===== src/rtl/mem_bus_pkg.sv =====
// Shared types and bus constants for the memory bus initiator.
// Command records are buffered whole, so the struct carries every field a read or write needs.
package mem_bus_pkg;

  localparam int unsigned MEM_ADDR_W = 5;
  localparam int unsigned MEM_DATA_W = 8;

  typedef enum logic [2:0] {
    StIdle,
    StWrite,
    StRead,
    StCapture,
    StResp
  } mbm_state_e;

  // 'expect' is a reserved word, hence expect_data.
  typedef struct packed {
    logic                  write;
    logic [MEM_ADDR_W-1:0] addr;
    logic [MEM_DATA_W-1:0] wdata;
    logic                  check;
    logic [MEM_DATA_W-1:0] expect_data;
  } mem_cmd_t;

endpackage


===== src/rtl/mem_cmd_fifo.sv =====
// Synchronous show-ahead FIFO of mem_cmd_t records; dout is the head entry whenever !empty.
// Push while full and pop while empty are ignored.
module mem_cmd_fifo
  import mem_bus_pkg::*;
#(
  parameter int unsigned DEPTH = 4
) (
  input  logic     clk,
  input  logic     rst,
  input  logic     push,
  input  logic     pop,
  output logic     full,
  output logic     empty,
  input  mem_cmd_t din,
  output mem_cmd_t dout
);

  localparam int unsigned PtrW = $clog2(DEPTH);

  mem_cmd_t        mem_q [DEPTH];
  logic [PtrW-1:0] wr_ptr_q;
  logic [PtrW-1:0] rd_ptr_q;
  logic [PtrW:0]   count_q;
  logic            do_push;
  logic            do_pop;

  assign full    = (count_q == (PtrW + 1)'(DEPTH));
  assign empty   = (count_q == '0);
  assign do_push = push && !full;
  assign do_pop  = pop && !empty;
  assign dout    = mem_q[rd_ptr_q];

  // Storage carries no reset; only the pointers and count define validity.
  always_ff @(posedge clk) begin
    if (do_push) begin
      mem_q[wr_ptr_q] <= din;
    end
  end

  always_ff @(posedge clk) begin
    if (!rst) begin
      wr_ptr_q <= '0;
      rd_ptr_q <= '0;
      count_q  <= '0;
    end else begin
      if (do_push) begin
        wr_ptr_q <= wr_ptr_q + 1'b1;
      end
      if (do_pop) begin
        rd_ptr_q <= rd_ptr_q + 1'b1;
      end
      if (do_push && !do_pop) begin
        count_q <= count_q + 1'b1;
      end else if (!do_push && do_pop) begin
        count_q <= count_q - 1'b1;
      end
    end
  end

endmodule


===== src/rtl/mem_bus_master.sv =====
// Memory bus initiator: buffers read/write commands and sequences them one at a time onto the
// bus, returning read data with optional expected-data checking and a saturating error count.
module mem_bus_master
  import mem_bus_pkg::*;
#(
  parameter int unsigned ADDR_W     = MEM_ADDR_W,
  parameter int unsigned DATA_W     = MEM_DATA_W,
  parameter int unsigned FIFO_DEPTH = 4
) (
  input  logic              clk,
  input  logic              rst,
  input  logic              cmd_valid,
  output logic              cmd_ready,
  input  logic              cmd_write,
  input  logic [ADDR_W-1:0] cmd_addr,
  input  logic [DATA_W-1:0] cmd_wdata,
  input  logic              cmd_check,
  input  logic [DATA_W-1:0] cmd_expect,
  output logic              rsp_valid,
  input  logic              rsp_ready,
  output logic [ADDR_W-1:0] rsp_addr,
  output logic [DATA_W-1:0] rsp_rdata,
  output logic              rsp_mismatch,
  output logic              mem_read,
  output logic              mem_write,
  output logic [ADDR_W-1:0] mem_addr,
  output logic [DATA_W-1:0] mem_data_in,
  input  logic [DATA_W-1:0] mem_data_out,
  output logic              busy,
  output logic [15:0]       err_count
);

  mem_cmd_t          cmd_in;
  mem_cmd_t          cmd_head;
  logic              fifo_full;
  logic              fifo_empty;
  logic              fifo_push;
  logic              fifo_pop;
  mbm_state_e        state_q;
  logic              cur_check_q;
  logic [DATA_W-1:0] cur_expect_q;

  assign cmd_in = '{
    write:       cmd_write,
    addr:        cmd_addr,
    wdata:       cmd_wdata,
    check:       cmd_check,
    expect_data: cmd_expect
  };

  assign cmd_ready = !fifo_full;
  assign fifo_push = cmd_valid && cmd_ready;
  assign fifo_pop  = (state_q == StIdle) && !fifo_empty;
  assign busy      = (state_q != StIdle) || !fifo_empty;

  mem_cmd_fifo #(
    .DEPTH(FIFO_DEPTH)
  ) u_fifo (
    .clk  (clk),
    .rst  (rst),
    .push (fifo_push),
    .pop  (fifo_pop),
    .full (fifo_full),
    .empty(fifo_empty),
    .din  (cmd_in),
    .dout (cmd_head)
  );

  // Strobes are raised on the transition into WRITE/READ so they line up with the state.
  always_ff @(posedge clk) begin
    if (!rst) begin
      state_q      <= StIdle;
      cur_check_q  <= 1'b0;
      cur_expect_q <= '0;
      rsp_valid    <= 1'b0;
      rsp_addr     <= '0;
      rsp_rdata    <= '0;
      rsp_mismatch <= 1'b0;
      mem_read     <= 1'b0;
      mem_write    <= 1'b0;
      mem_addr     <= '0;
      mem_data_in  <= '0;
      err_count    <= '0;
    end else begin
      mem_read  <= 1'b0;
      mem_write <= 1'b0;
      unique case (state_q)
        StIdle: begin
          if (!fifo_empty) begin
            mem_addr     <= cmd_head.addr;
            cur_check_q  <= cmd_head.check;
            cur_expect_q <= cmd_head.expect_data;
            if (cmd_head.write) begin
              mem_data_in <= cmd_head.wdata;
              mem_write   <= 1'b1;
              state_q     <= StWrite;
            end else begin
              mem_read <= 1'b1;
              state_q  <= StRead;
            end
          end
        end
        StWrite: state_q <= StIdle;
        StRead:  state_q <= StCapture;
        StCapture: begin
          rsp_addr     <= mem_addr;
          rsp_rdata    <= mem_data_out;
          rsp_mismatch <= cur_check_q && (mem_data_out != cur_expect_q);
          rsp_valid    <= 1'b1;
          state_q      <= StResp;
        end
        StResp: begin
          if (rsp_ready) begin
            rsp_valid <= 1'b0;
            if (rsp_mismatch && (err_count != 16'hFFFF)) begin
              err_count <= err_count + 16'd1;
            end
            state_q <= StIdle;
          end
        end
        default: state_q <= StIdle;
      endcase
    end
  end

endmodule


===== config.mk =====
export PLATFORM = sky130hd
export DESIGN_NAME = mem_bus_master
export DESIGN_NICKNAME = d
export VERILOG_FILES = /design/src/rtl/mem_bus_pkg.sv /design/src/rtl/mem_cmd_fifo.sv /design/src/rtl/mem_bus_master.sv
export SDC_FILE = /design/constraint.sdc
export NUM_CORES = 1
export LEC_CHECK = 0
export ABC_CLOCK_PERIOD_IN_PS = 2660
export CORE_MARGIN = 1
export CORE_UTILIZATION = 49
export CTS_CLUSTER_DIAMETER = 200
export DETAILED_ROUTE_END_ITERATION = 12
export PLACE_DENSITY = 0.86
export SLEW_MARGIN = 20
export SYNTH_ARGS = -nofsm -noshare
export SYNTH_HDL_FRONTEND = slang
export SYNTH_SLANG_ARGS = --single-unit
export TNS_END_PERCENT = 30

===== constraint.sdc =====
create_clock -name clk -period 2.66 [get_ports clk]
set_input_delay 0.532 -clock clk [delete_from_list [all_inputs] [get_ports clk]]
set_output_delay 0.532 -clock clk [all_outputs]
set_load 0.005 [all_outputs]

==> results.json <==
{
  "drc_errors": 0,
  "cts_sinks": 159,
  "power.leakage_nw": 2.61,
  "worst_hold_slack_ps": 457,
  "ys_ff_latch": 159,
  "r2r-end": "u_fifo.count_q[2]",
  "clock_latency_ps": 420,
  "cp.arrival_ps": 2720,
  "cp_max_fo": 5,
  "grt_pass1_wl_um": 20400,
  "std_cell_rows": 40,
  "period_share_pct": 89.4,
  "relSlewSlack_pct": 61.1,
  "antenna_cells": 0,
  "dp_slack_ps": 96.4,
  "die-area_um2": 13200,
  "grt_overflow": 0,
  "synth_common_cells": "edfxtp_1, nand2_1, dfxtp_1",
  "clock.fmax_ghz": 0.421,
  "period_needed_ps": 2380,
  "grt_usage_pct": 20.8,
  "cts_made_buffers": 17,
  "layout-drive-gt1-share_pct": 15.1,
  "reg2reg_from": "u_fifo.count_q[0]",
  "drt-total-wl_um": 13100,
  "yosys-top-cells-area": "edfxtp_1, dfxtp_1, mux4_2, nand2_1, a21oi_1",
  "ir_drop_v": 0.000638,
  "placed_cell_area_um2": 7270,
  "dp_hpwl_um": 8300,
  "antenna_found_initial": 0,
  "cts_buffer_depth": 2,
  "p_per_area_nw_per_um2": 948,
  "fin_ws_ps": 283,
  "drt_pass1_iterations": 5,
  "port_buffers": 82,
  "postCtsHoldBufs": 0,
  "grt_max_degree": 30,
  "async_flop_share_pct": 0,
  "finalSetupTns_ps": 0,
  "synth_cells": 464,
  "syn-cell-area_um2": 6270,
  "synth.distinct_cells": 47,
  "post-synth-top-count-cell": "edfxtp_1",
  "stdcell_area_um2": 7910,
  "vias_per_cell": 5.52,
  "cts.clk_slew.worst_paths_ps": 60,
  "end_kind": "flip-flop",
  "rr_worst_depth": 9,
  "area_delta_synth_final_pct": 26.1,
  "globalplace.congestion": 0.807,
  "fp.coreArea_um2": 12300,
  "power.total_mw": 7.49,
  "finalClockSkew_ps": 9.94,
  "critPathKind": "reg -> reg",
  "die_w_um": 115,
  "yosysWarnings": 0,
  "hold_violations": 0,
  "yosysTopAreaCell": "edfxtp_1",
  "synth_edf_count": 92,
  "cts_setup_buffers": 0,
  "fp.dieH_um": 115,
  "ctsRootBufferMaster": "clkbuf_16",
  "htree_levels": 4,
  "status": "completed",
  "synth_ff_type": "edfxtp_1",
  "setup_viol": 0,
  "cts_tree": "built",
  "worstPathRequired_ps": 3000,
  "synth-seq-area-share_pct": 65.5,
  "first_global_vias": 3980,
  "io_pins": 83,
  "worst_slew_pin_slew_ps": 578,
  "synth_top_area_share_pct": 44.1,
  "reg2reg_slack_ps": 280,
  "avgSynthCellArea_um2": 13.5,
  "crit_path_end": "u_fifo.count_q[2]",
  "wl_per_cell_um": 17.8,
  "grt_setup_unrepaired": "false",
  "crit_start": "u_fifo.count_q[0]",
  "cts_resized": 0,
  "drv_slew": 0,
  "start_kind": "flip-flop",
  "ant_nets": 0,
  "syn_nets": 506,
  "maxCapViolations": 0,
  "vias": 4070,
  "drt_iter0_markers": 376,
  "fin_nets": 598,
  "start_util_pct": 51.1,
  "hold_class": "reg -> reg"
}
[layer usage]
layer,up-vias,global-route usage (%),share of wire (%)
met5,-,0,0
met3,26,4.48,4.7
met1,1990,23.8,41
li1,1910,-,-
met2,144,36.9,52
met4,0,10.3,2.4
[cell families (layout without fill, tap and decap cells)]
group	count (synthesis)	count (layout)	synth area share, %
mux	30	30	9.38
simple gates	159	159	12.8
flops	159	159	65.5
fa+ha+maj	7	7	1.52
xor+xnor	13	13	1.82
buf+inv	30	135	2.59
compound gates	66	66	6.45
[flip-flops by register name, indices dropped and copies added (netlist names), 2 cells and up, named ones only]
name and count:
err_count 16, u_fifo.mem_q 92, rsp_rdata 8, rsp_addr 5, u_fifo.count_q 3, mem_addr 5, mem_data_in 8, u_fifo.rd_ptr_q 2
state_q 3, cur_expect_q 8, u_fifo.wr_ptr_q 2
[layout make-up]
class | count | area (µm²)
fillers | 842 | 4360
flip-flops and latches | 159 | 4100
inverters | 6 | 23.8
repair buffers | 97 | 933
well taps | 168 | 210
clock buffers | 18 | 429
clock inverters | 14 | 204
multi-input cells | 275 | 2000
[critical path, cell delays in order (launching register included)]
cell      delay (ps)
dfxtp_1          370
or3_1            450
and2_1           200
clkinv_2          60
ha_1             180
inv_1             60
fa_1             380
xor2_1           160
or3_1            300
a21oi_1          150
[cells in the final DEF (no fill, tap or decap), types with 7 or more instances in the layout]
cell,count
nand3_1,10
nand2_1,81
or4_1,7
buf_4,15
o21ai_2,8
edfxtp_1,92
a21oi_1,40
clkbuf_16,17
nor2_1,15
clkdlybuf4s50_1,82
o31ai_1,7
mux4_2,23
mux2i_1,7
dfxtp_1,67
xnor2_1,10
[worst min path at each step]
| stage | endpoint | cells after the start | from |
|---|---|---|---|
| floorplan | cur_check_q | 2 | cur_check_q |
| CTS | rsp_addr[3] | 2 | rsp_addr[3] |
| global placement | rsp_addr[0] | 2 | rsp_addr[0] |
| global route | rsp_addr[1] | 2 | rsp_addr[1] |
| detailed placement | rsp_addr[3] | 2 | rsp_addr[3] |
| finish | rsp_rdata[6] | 2 | rsp_rdata[6] |
[power breakdown]
| part | switching, mW | total [mW] | internal (mW) |
|---|---|---|---|
| clock network | 0.989 | 2.58 | 1.59 |
| registers | 0.228 | 3.20 | 2.97 |
| logic | 0.887 | 1.72 | 0.830 |
[per-stage QoR]
stage / std cells / util [%]
after global placement: 705 / 59.3
final: 737 / 64.5
after detailed placement: 705 / 59.3
after global routing: 737 / 64.5
after floorplan: 464 / -
after CTS: 737 / 64.5
Note: power is estimated with default switching activity, not from simulation.
==> patch 1 (same settings) <==
Make the reset (`rst`) asynchronous in 2 clocked blocks.
--- a/src/rtl/mem_cmd_fifo.sv
+++ b/src/rtl/mem_cmd_fifo.sv
@@ -38,5 +38,5 @@
   end
 
-  always_ff @(posedge clk) begin
+  always_ff @(posedge clk or negedge rst) begin
     if (!rst) begin
       wr_ptr_q <= '0;
--- a/src/rtl/mem_bus_master.sv
+++ b/src/rtl/mem_bus_master.sv
@@ -68,5 +68,5 @@
 
   // Strobes are raised on the transition into WRITE/READ so they line up with the state.
-  always_ff @(posedge clk) begin
+  always_ff @(posedge clk or negedge rst) begin
     if (!rst) begin
       state_q      <= StIdle;
Formal check against the unedited RTL: differs if rst is asserted again (counterexample within 4 cycles, from zero or initial values and one cycle with rst low); with rst held inactive, the same outputs for 10 cycles.
==> patch 1 against the original RTL <==
Synthesized area shrank 1.3%; register-to-register slack gained 250 ps; worst setup slack lost 110 ps; sequential cell count shrank 2; first-iteration DRC count shrank 31%; total power grew 16%; combinational power grew 51%; maximum frequency shrank 4.5%; routed wire length shrank 11%; final area shrank 1.0%; largest cell class unchanged; via count shrank 18%; critical path type is now flop to primary output.
==> patch 1: results (changes against the original RTL) <==
Status
  – Status: finished clean

Logic synthesis
  – Synth cell types: 37 (-21%)
  – Avg Cell Area, Syn: 18.3 um2 (+35%)
  – Synth Area in Compound Gates: 0.00647 (-0.0580)
  – Seq/Total Area, Yosys: 0.709 (+0.0546)
  – Largest cells by area after synthesis: edfxtp_1, dfrtp_1, mux4_2, mux2_2, xor2_1
  – XOR/XNOR share of the synthesized area: 0.0410 (+0.0229)
  – Adder-Cell Fraction of Synth Area: 0.0154 (+0.000196)
  – Async set-reset flop share out of synthesis: 0.414 (+0.414)
  – Post-Syn Nets: 381 (-25%)

Placement
  – Placed Cells: 589 (-16%)
  – HPWL after detailed placement: 7.69 mm (-7.3%)
  – Placer Congestion: 0.866 (+7.4%)

Power
  – Cell Int Power: 0.00625 W (+16%)
  – VDD IR max: 612 uV (-4.1%)

Worst hold path
  – Tightest Hold Check Type: input port to asynchronous set/reset pin

Setup path
  – Reg2reg setup slack: 530 ps (+250 ps)
  – CP Max Fanout: 4 (-1)
  – Worst Path Arrival: 1960 ps (-760 ps)

Timing
  – Clock Skews: 4.85 ps (-5.09 ps)
  – Worst slew pin tran: 624 ps (+45.5 ps)
  – Worst hold slack: 116 ps (-340 ps)

Finish
  – Layout fillers: 839 (-0.36%)
  – Share of layout cells above drive strength 1: 0.245 (+0.0939)

Global routing
  – GRT Util Overall: 0.200 (-0.00758)

Detailed routing
  – 1st-pass router iterations: 4 (-1)
  – Via density: 5.40 (-2.2%)
  – Vias: 3353 (-18%)
## patch 1: changes by cell type after synthesis, moves of 9 or more
cell      change
mux2_2       +38
nor2_1        -9
nand2_1      -70
dfxtp_1      -67
a21oi_1      -38
dfrtp_1      +65
xor2_1       +15
clkbuf_1     -11
## patch 1: cell type report
| type | count | area share |
|---|---|---|
| repair buffers | 93 | 0.116 |
| well taps | 168 | 0.0269 |
| inverters | 7 | 0.00336 |
| multi-input cells | 164 | 0.220 |
| flip-flops and latches | 157 | 0.561 |
| clock inverters | 12 | 0.0154 |
| clock buffers | 20 | 0.0571 |
## patch 1: cells by family (layout without fill, tap and decap cells)
family / after synthesis / count (layout)
AND/OR/NAND/NOR: 60 / 60
buffers and inverters: 18 / 132
multiplexers: 61 / 61
flip-flops: 157 / 157
adder cells (fa/ha/maj): 7 / 7
AO/OA/AOI/OAI: 7 / 7
XOR/XNOR: 29 / 29
## patch 1: final timing paths
check,to,cells past startpoint,startpoint
min in group clk,err_count[14]$_DFFE_PN0P_,1,err_count[14]$_DFFE_PN0P_
min reg2reg,err_count[14]$_DFFE_PN0P_,1,err_count[14]$_DFFE_PN0P_
max in group asynchronous,rsp_rdata[3]$_DFFE_PN0P_,3,rst
min,mem_data_in[1]$_DFFE_PN0P_,1,rst
max,busy,4,u_fifo.count_q[0]$_DFFE_PN0P_
max reg2reg,u_fifo.count_q[1]$_DFFE_PN0P_,7,state_q[2]$_DFFE_PN0P_
## patch 1: critical path, stage by stage (launching register included)
cell             delay, ps
dfrtp_1                440
nor3_1                 330
and2_1                 240
inv_1                   80
clkdlybuf4s50_1        440
## patch 1: per-stage QoR
step | setup WS (ps) | utilization | power (W)
finish | 170 | 0.643 | 0.00867
CTS | 154 | 0.643 | 0.00877
global route | 97.2 | 0.643 | 0.00910
detailed placement | 148 | 0.597 | 0.00645
floorplan | 407 | - | 0.00532
global placement | 291 | 0.597 | 0.00628
## patch 1: layer usage
layer,global-route usage,wire (um)
met1,0.246,4850
met2,0.332,6030
met3,0.0535,497
met4,0.0944,258
met5,0,0
## patch 1: power by group through the flow
| stage | Combinational, W | Clock [W] | Sequential, W |
|---|---|---|---|
| after global placement | 0.00253 | 0 | 0.00375 |
| after detailed placement | 0.00264 | 0 | 0.00381 |
| final | 0.00259 | 0.00232 | 0.00376 |
| after CTS | 0.00265 | 0.00235 | 0.00377 |
| after global routing | 0.00282 | 0.00244 | 0.00384 |
| after floorplan | 0.00167 | 0 | 0.00366 |
==> patch 2 (config.mk and constraints unchanged) <==
Made on the original files. `MEM_DATA_W`: 8 -> 9.
--- a/src/rtl/mem_bus_pkg.sv
+++ b/src/rtl/mem_bus_pkg.sv
@@ -4,5 +4,5 @@
 
   localparam int unsigned MEM_ADDR_W = 5;
-  localparam int unsigned MEM_DATA_W = 8;
+  localparam int unsigned MEM_DATA_W = 9;
 
   typedef enum logic [2:0] {
Ports: changed (5 resized); port bits go from 83 to 88. The function was not compared with the original's and may differ.
==> patch 2 against the original RTL <==
Sequential cell count rose by 11; synthesized cell count rose by 4.5%; die area rose by 4.9%; synthesized area rose by 5.0%; total power rose by 1.5%; routed wire length rose by 4.0%; final area rose by 4.8%; clock power fell by 5%; worst setup slack improved by 23 ps; critical endpoint unchanged.
==> patch 2: results (changes against the original RTL) <==
Status
  – Status: finished clean

Timing
  – Max_slew headroom: 0.500 (-0.111)
  – Clock Skews: 8.43 ps (-1.51 ps)

Placement
  – Placed Cells: 739 (+4.8%)
  – Placer Congestion: 0.809 (+0.26%)
  – HPWL after detailed placement: 9.33 mm (+12%)

Logic synthesis
  – Largest cells by area after synthesis: edfxtp_1, dfxtp_1, mux4_2, nand2_1, a21oi_1
  – Post-synth top cells: edfxtp_1, nand2_1, dfxtp_1, a21oi_1, mux4_2
  – Seq/Total Area, Yosys: 0.669 (+0.0144)
  – Syn Inst Count: 485 (+4.5%)
  – Post-Syn Nets: 530 (+4.7%)

Global routing
  – Vias in the first global route: 4354 (+9.4%)
  – First-pass GRT wire length: 21.8 mm (+6.9%)
  – Largest net degree at the start of global routing: 27 (-10%)

Finish
  – Share of layout cells above drive strength 1: 0.139 (-0.0126)
  – Layout fillers: 900 (+6.9%)
  – Final Non-Filler Cells: 771 (+4.6%)

Detailed routing
  – Routed len/inst: 17.7 um (-0.56%)
  – Vias: 4208 (+3.4%)
  – Initial drt markers: 355 (-5.6%)

Setup path
  – Worst Path Arrival: 2710 ps (about the same)
  – Reg2reg setup slack: 310 ps (+20 ps)

Worst hold path
  – Hold_sp: mem_data_in[4]$_SDFFE_PN0P_
  – Worst Hold Endpoint: mem_data_in[4]$_SDFFE_PN0P_

Power
  – LEAKAGE: 2.74 nW (+5.1%)
## patch 2: cell types whose count changed in the layout (fill, tap and decap cells not counted), moves of 5 or more
cell	change
clkdlybuf4s50_1	+5
edfxtp_1	+8
nand3_1	+6
nor4_1	-5
o21ai_1	+9
o21ai_2	-8
## patch 2: metrics by stage
step                utilization  area, um2  hold slack, ps
global placement          0.597       7680             443
global route              0.644       8290             467
floorplan                     -       6580             433
CTS                       0.644       8290             454
finish                    0.644       8290             453
detailed placement        0.597       7680             444
## patch 2: logic make-up (layout without fill, tap and decap cells)
| family | count (synthesis) | in the layout | share of synthesized area |
|---|---|---|---|
| mux | 28 | 28 | 0.0901 |
| compound gates | 77 | 77 | 0.0686 |
| xor+xnor | 14 | 14 | 0.0186 |
| fa+ha+maj | 7 | 7 | 0.0144 |
| flops | 170 | 170 | 0.669 |
| buf+inv | 30 | 144 | 0.0222 |
| simple gates | 159 | 159 | 0.117 |
## patch 2: how the worst max path moves through the flow
stage / slack [ps] / startpoint / end
after detailed placement: 110 / cmd_valid / u_fifo.count_q[2]$_SDFFE_PN0P_
final: 310 / u_fifo.count_q[0]$_SDFFE_PN0P_ / u_fifo.count_q[2]$_SDFFE_PN0P_
after CTS: 320 / u_fifo.count_q[0]$_SDFFE_PN0P_ / u_fifo.count_q[2]$_SDFFE_PN0P_
after global routing: 200 / u_fifo.count_q[0]$_SDFFE_PN0P_ / u_fifo.count_q[2]$_SDFFE_PN0P_
after floorplan: 130 / u_fifo.count_q[0]$_SDFFE_PN0P_ / u_fifo.count_q[2]$_SDFFE_PN0P_
after global placement: 160 / cmd_valid / u_fifo.count_q[2]$_SDFFE_PN0P_
## patch 2: power breakdown
| group | switching [W] | total [W] | internal (W) |
|---|---|---|---|
| clock | 0.00103 | 0.00245 | 0.00142 |
| combinational | 0.000894 | 0.00176 | 0.000861 |
| sequential | 0.000218 | 0.00339 | 0.00317 |
| total | 0.00215 | 0.00760 | 0.00546 |
## patch 2: per-layer routing
layer | vias up | global-route usage | part of all wire
met3 | 21 | 0.0523 | 0.043
met5 | - | 0 | 0
li1 | 2022 | - | -
met1 | 2058 | 0.238 | 0.42
met4 | 0 | 0.0946 | 0.019
met2 | 107 | 0.353 | 0.52
## patch 2: area by class of cell
| cell class | instances | share of cell area |
|---|---|---|
| Timing Repair Buffer | 105 | 0.121 |
| Clock buffer | 19 | 0.0574 |
| Sequential cell | 170 | 0.531 |
| Tap cell | 172 | 0.0260 |
| Clock inverter | 13 | 0.0154 |
| Inverter | 7 | 0.00317 |
| Multi-Input combinational cell | 285 | 0.245 |
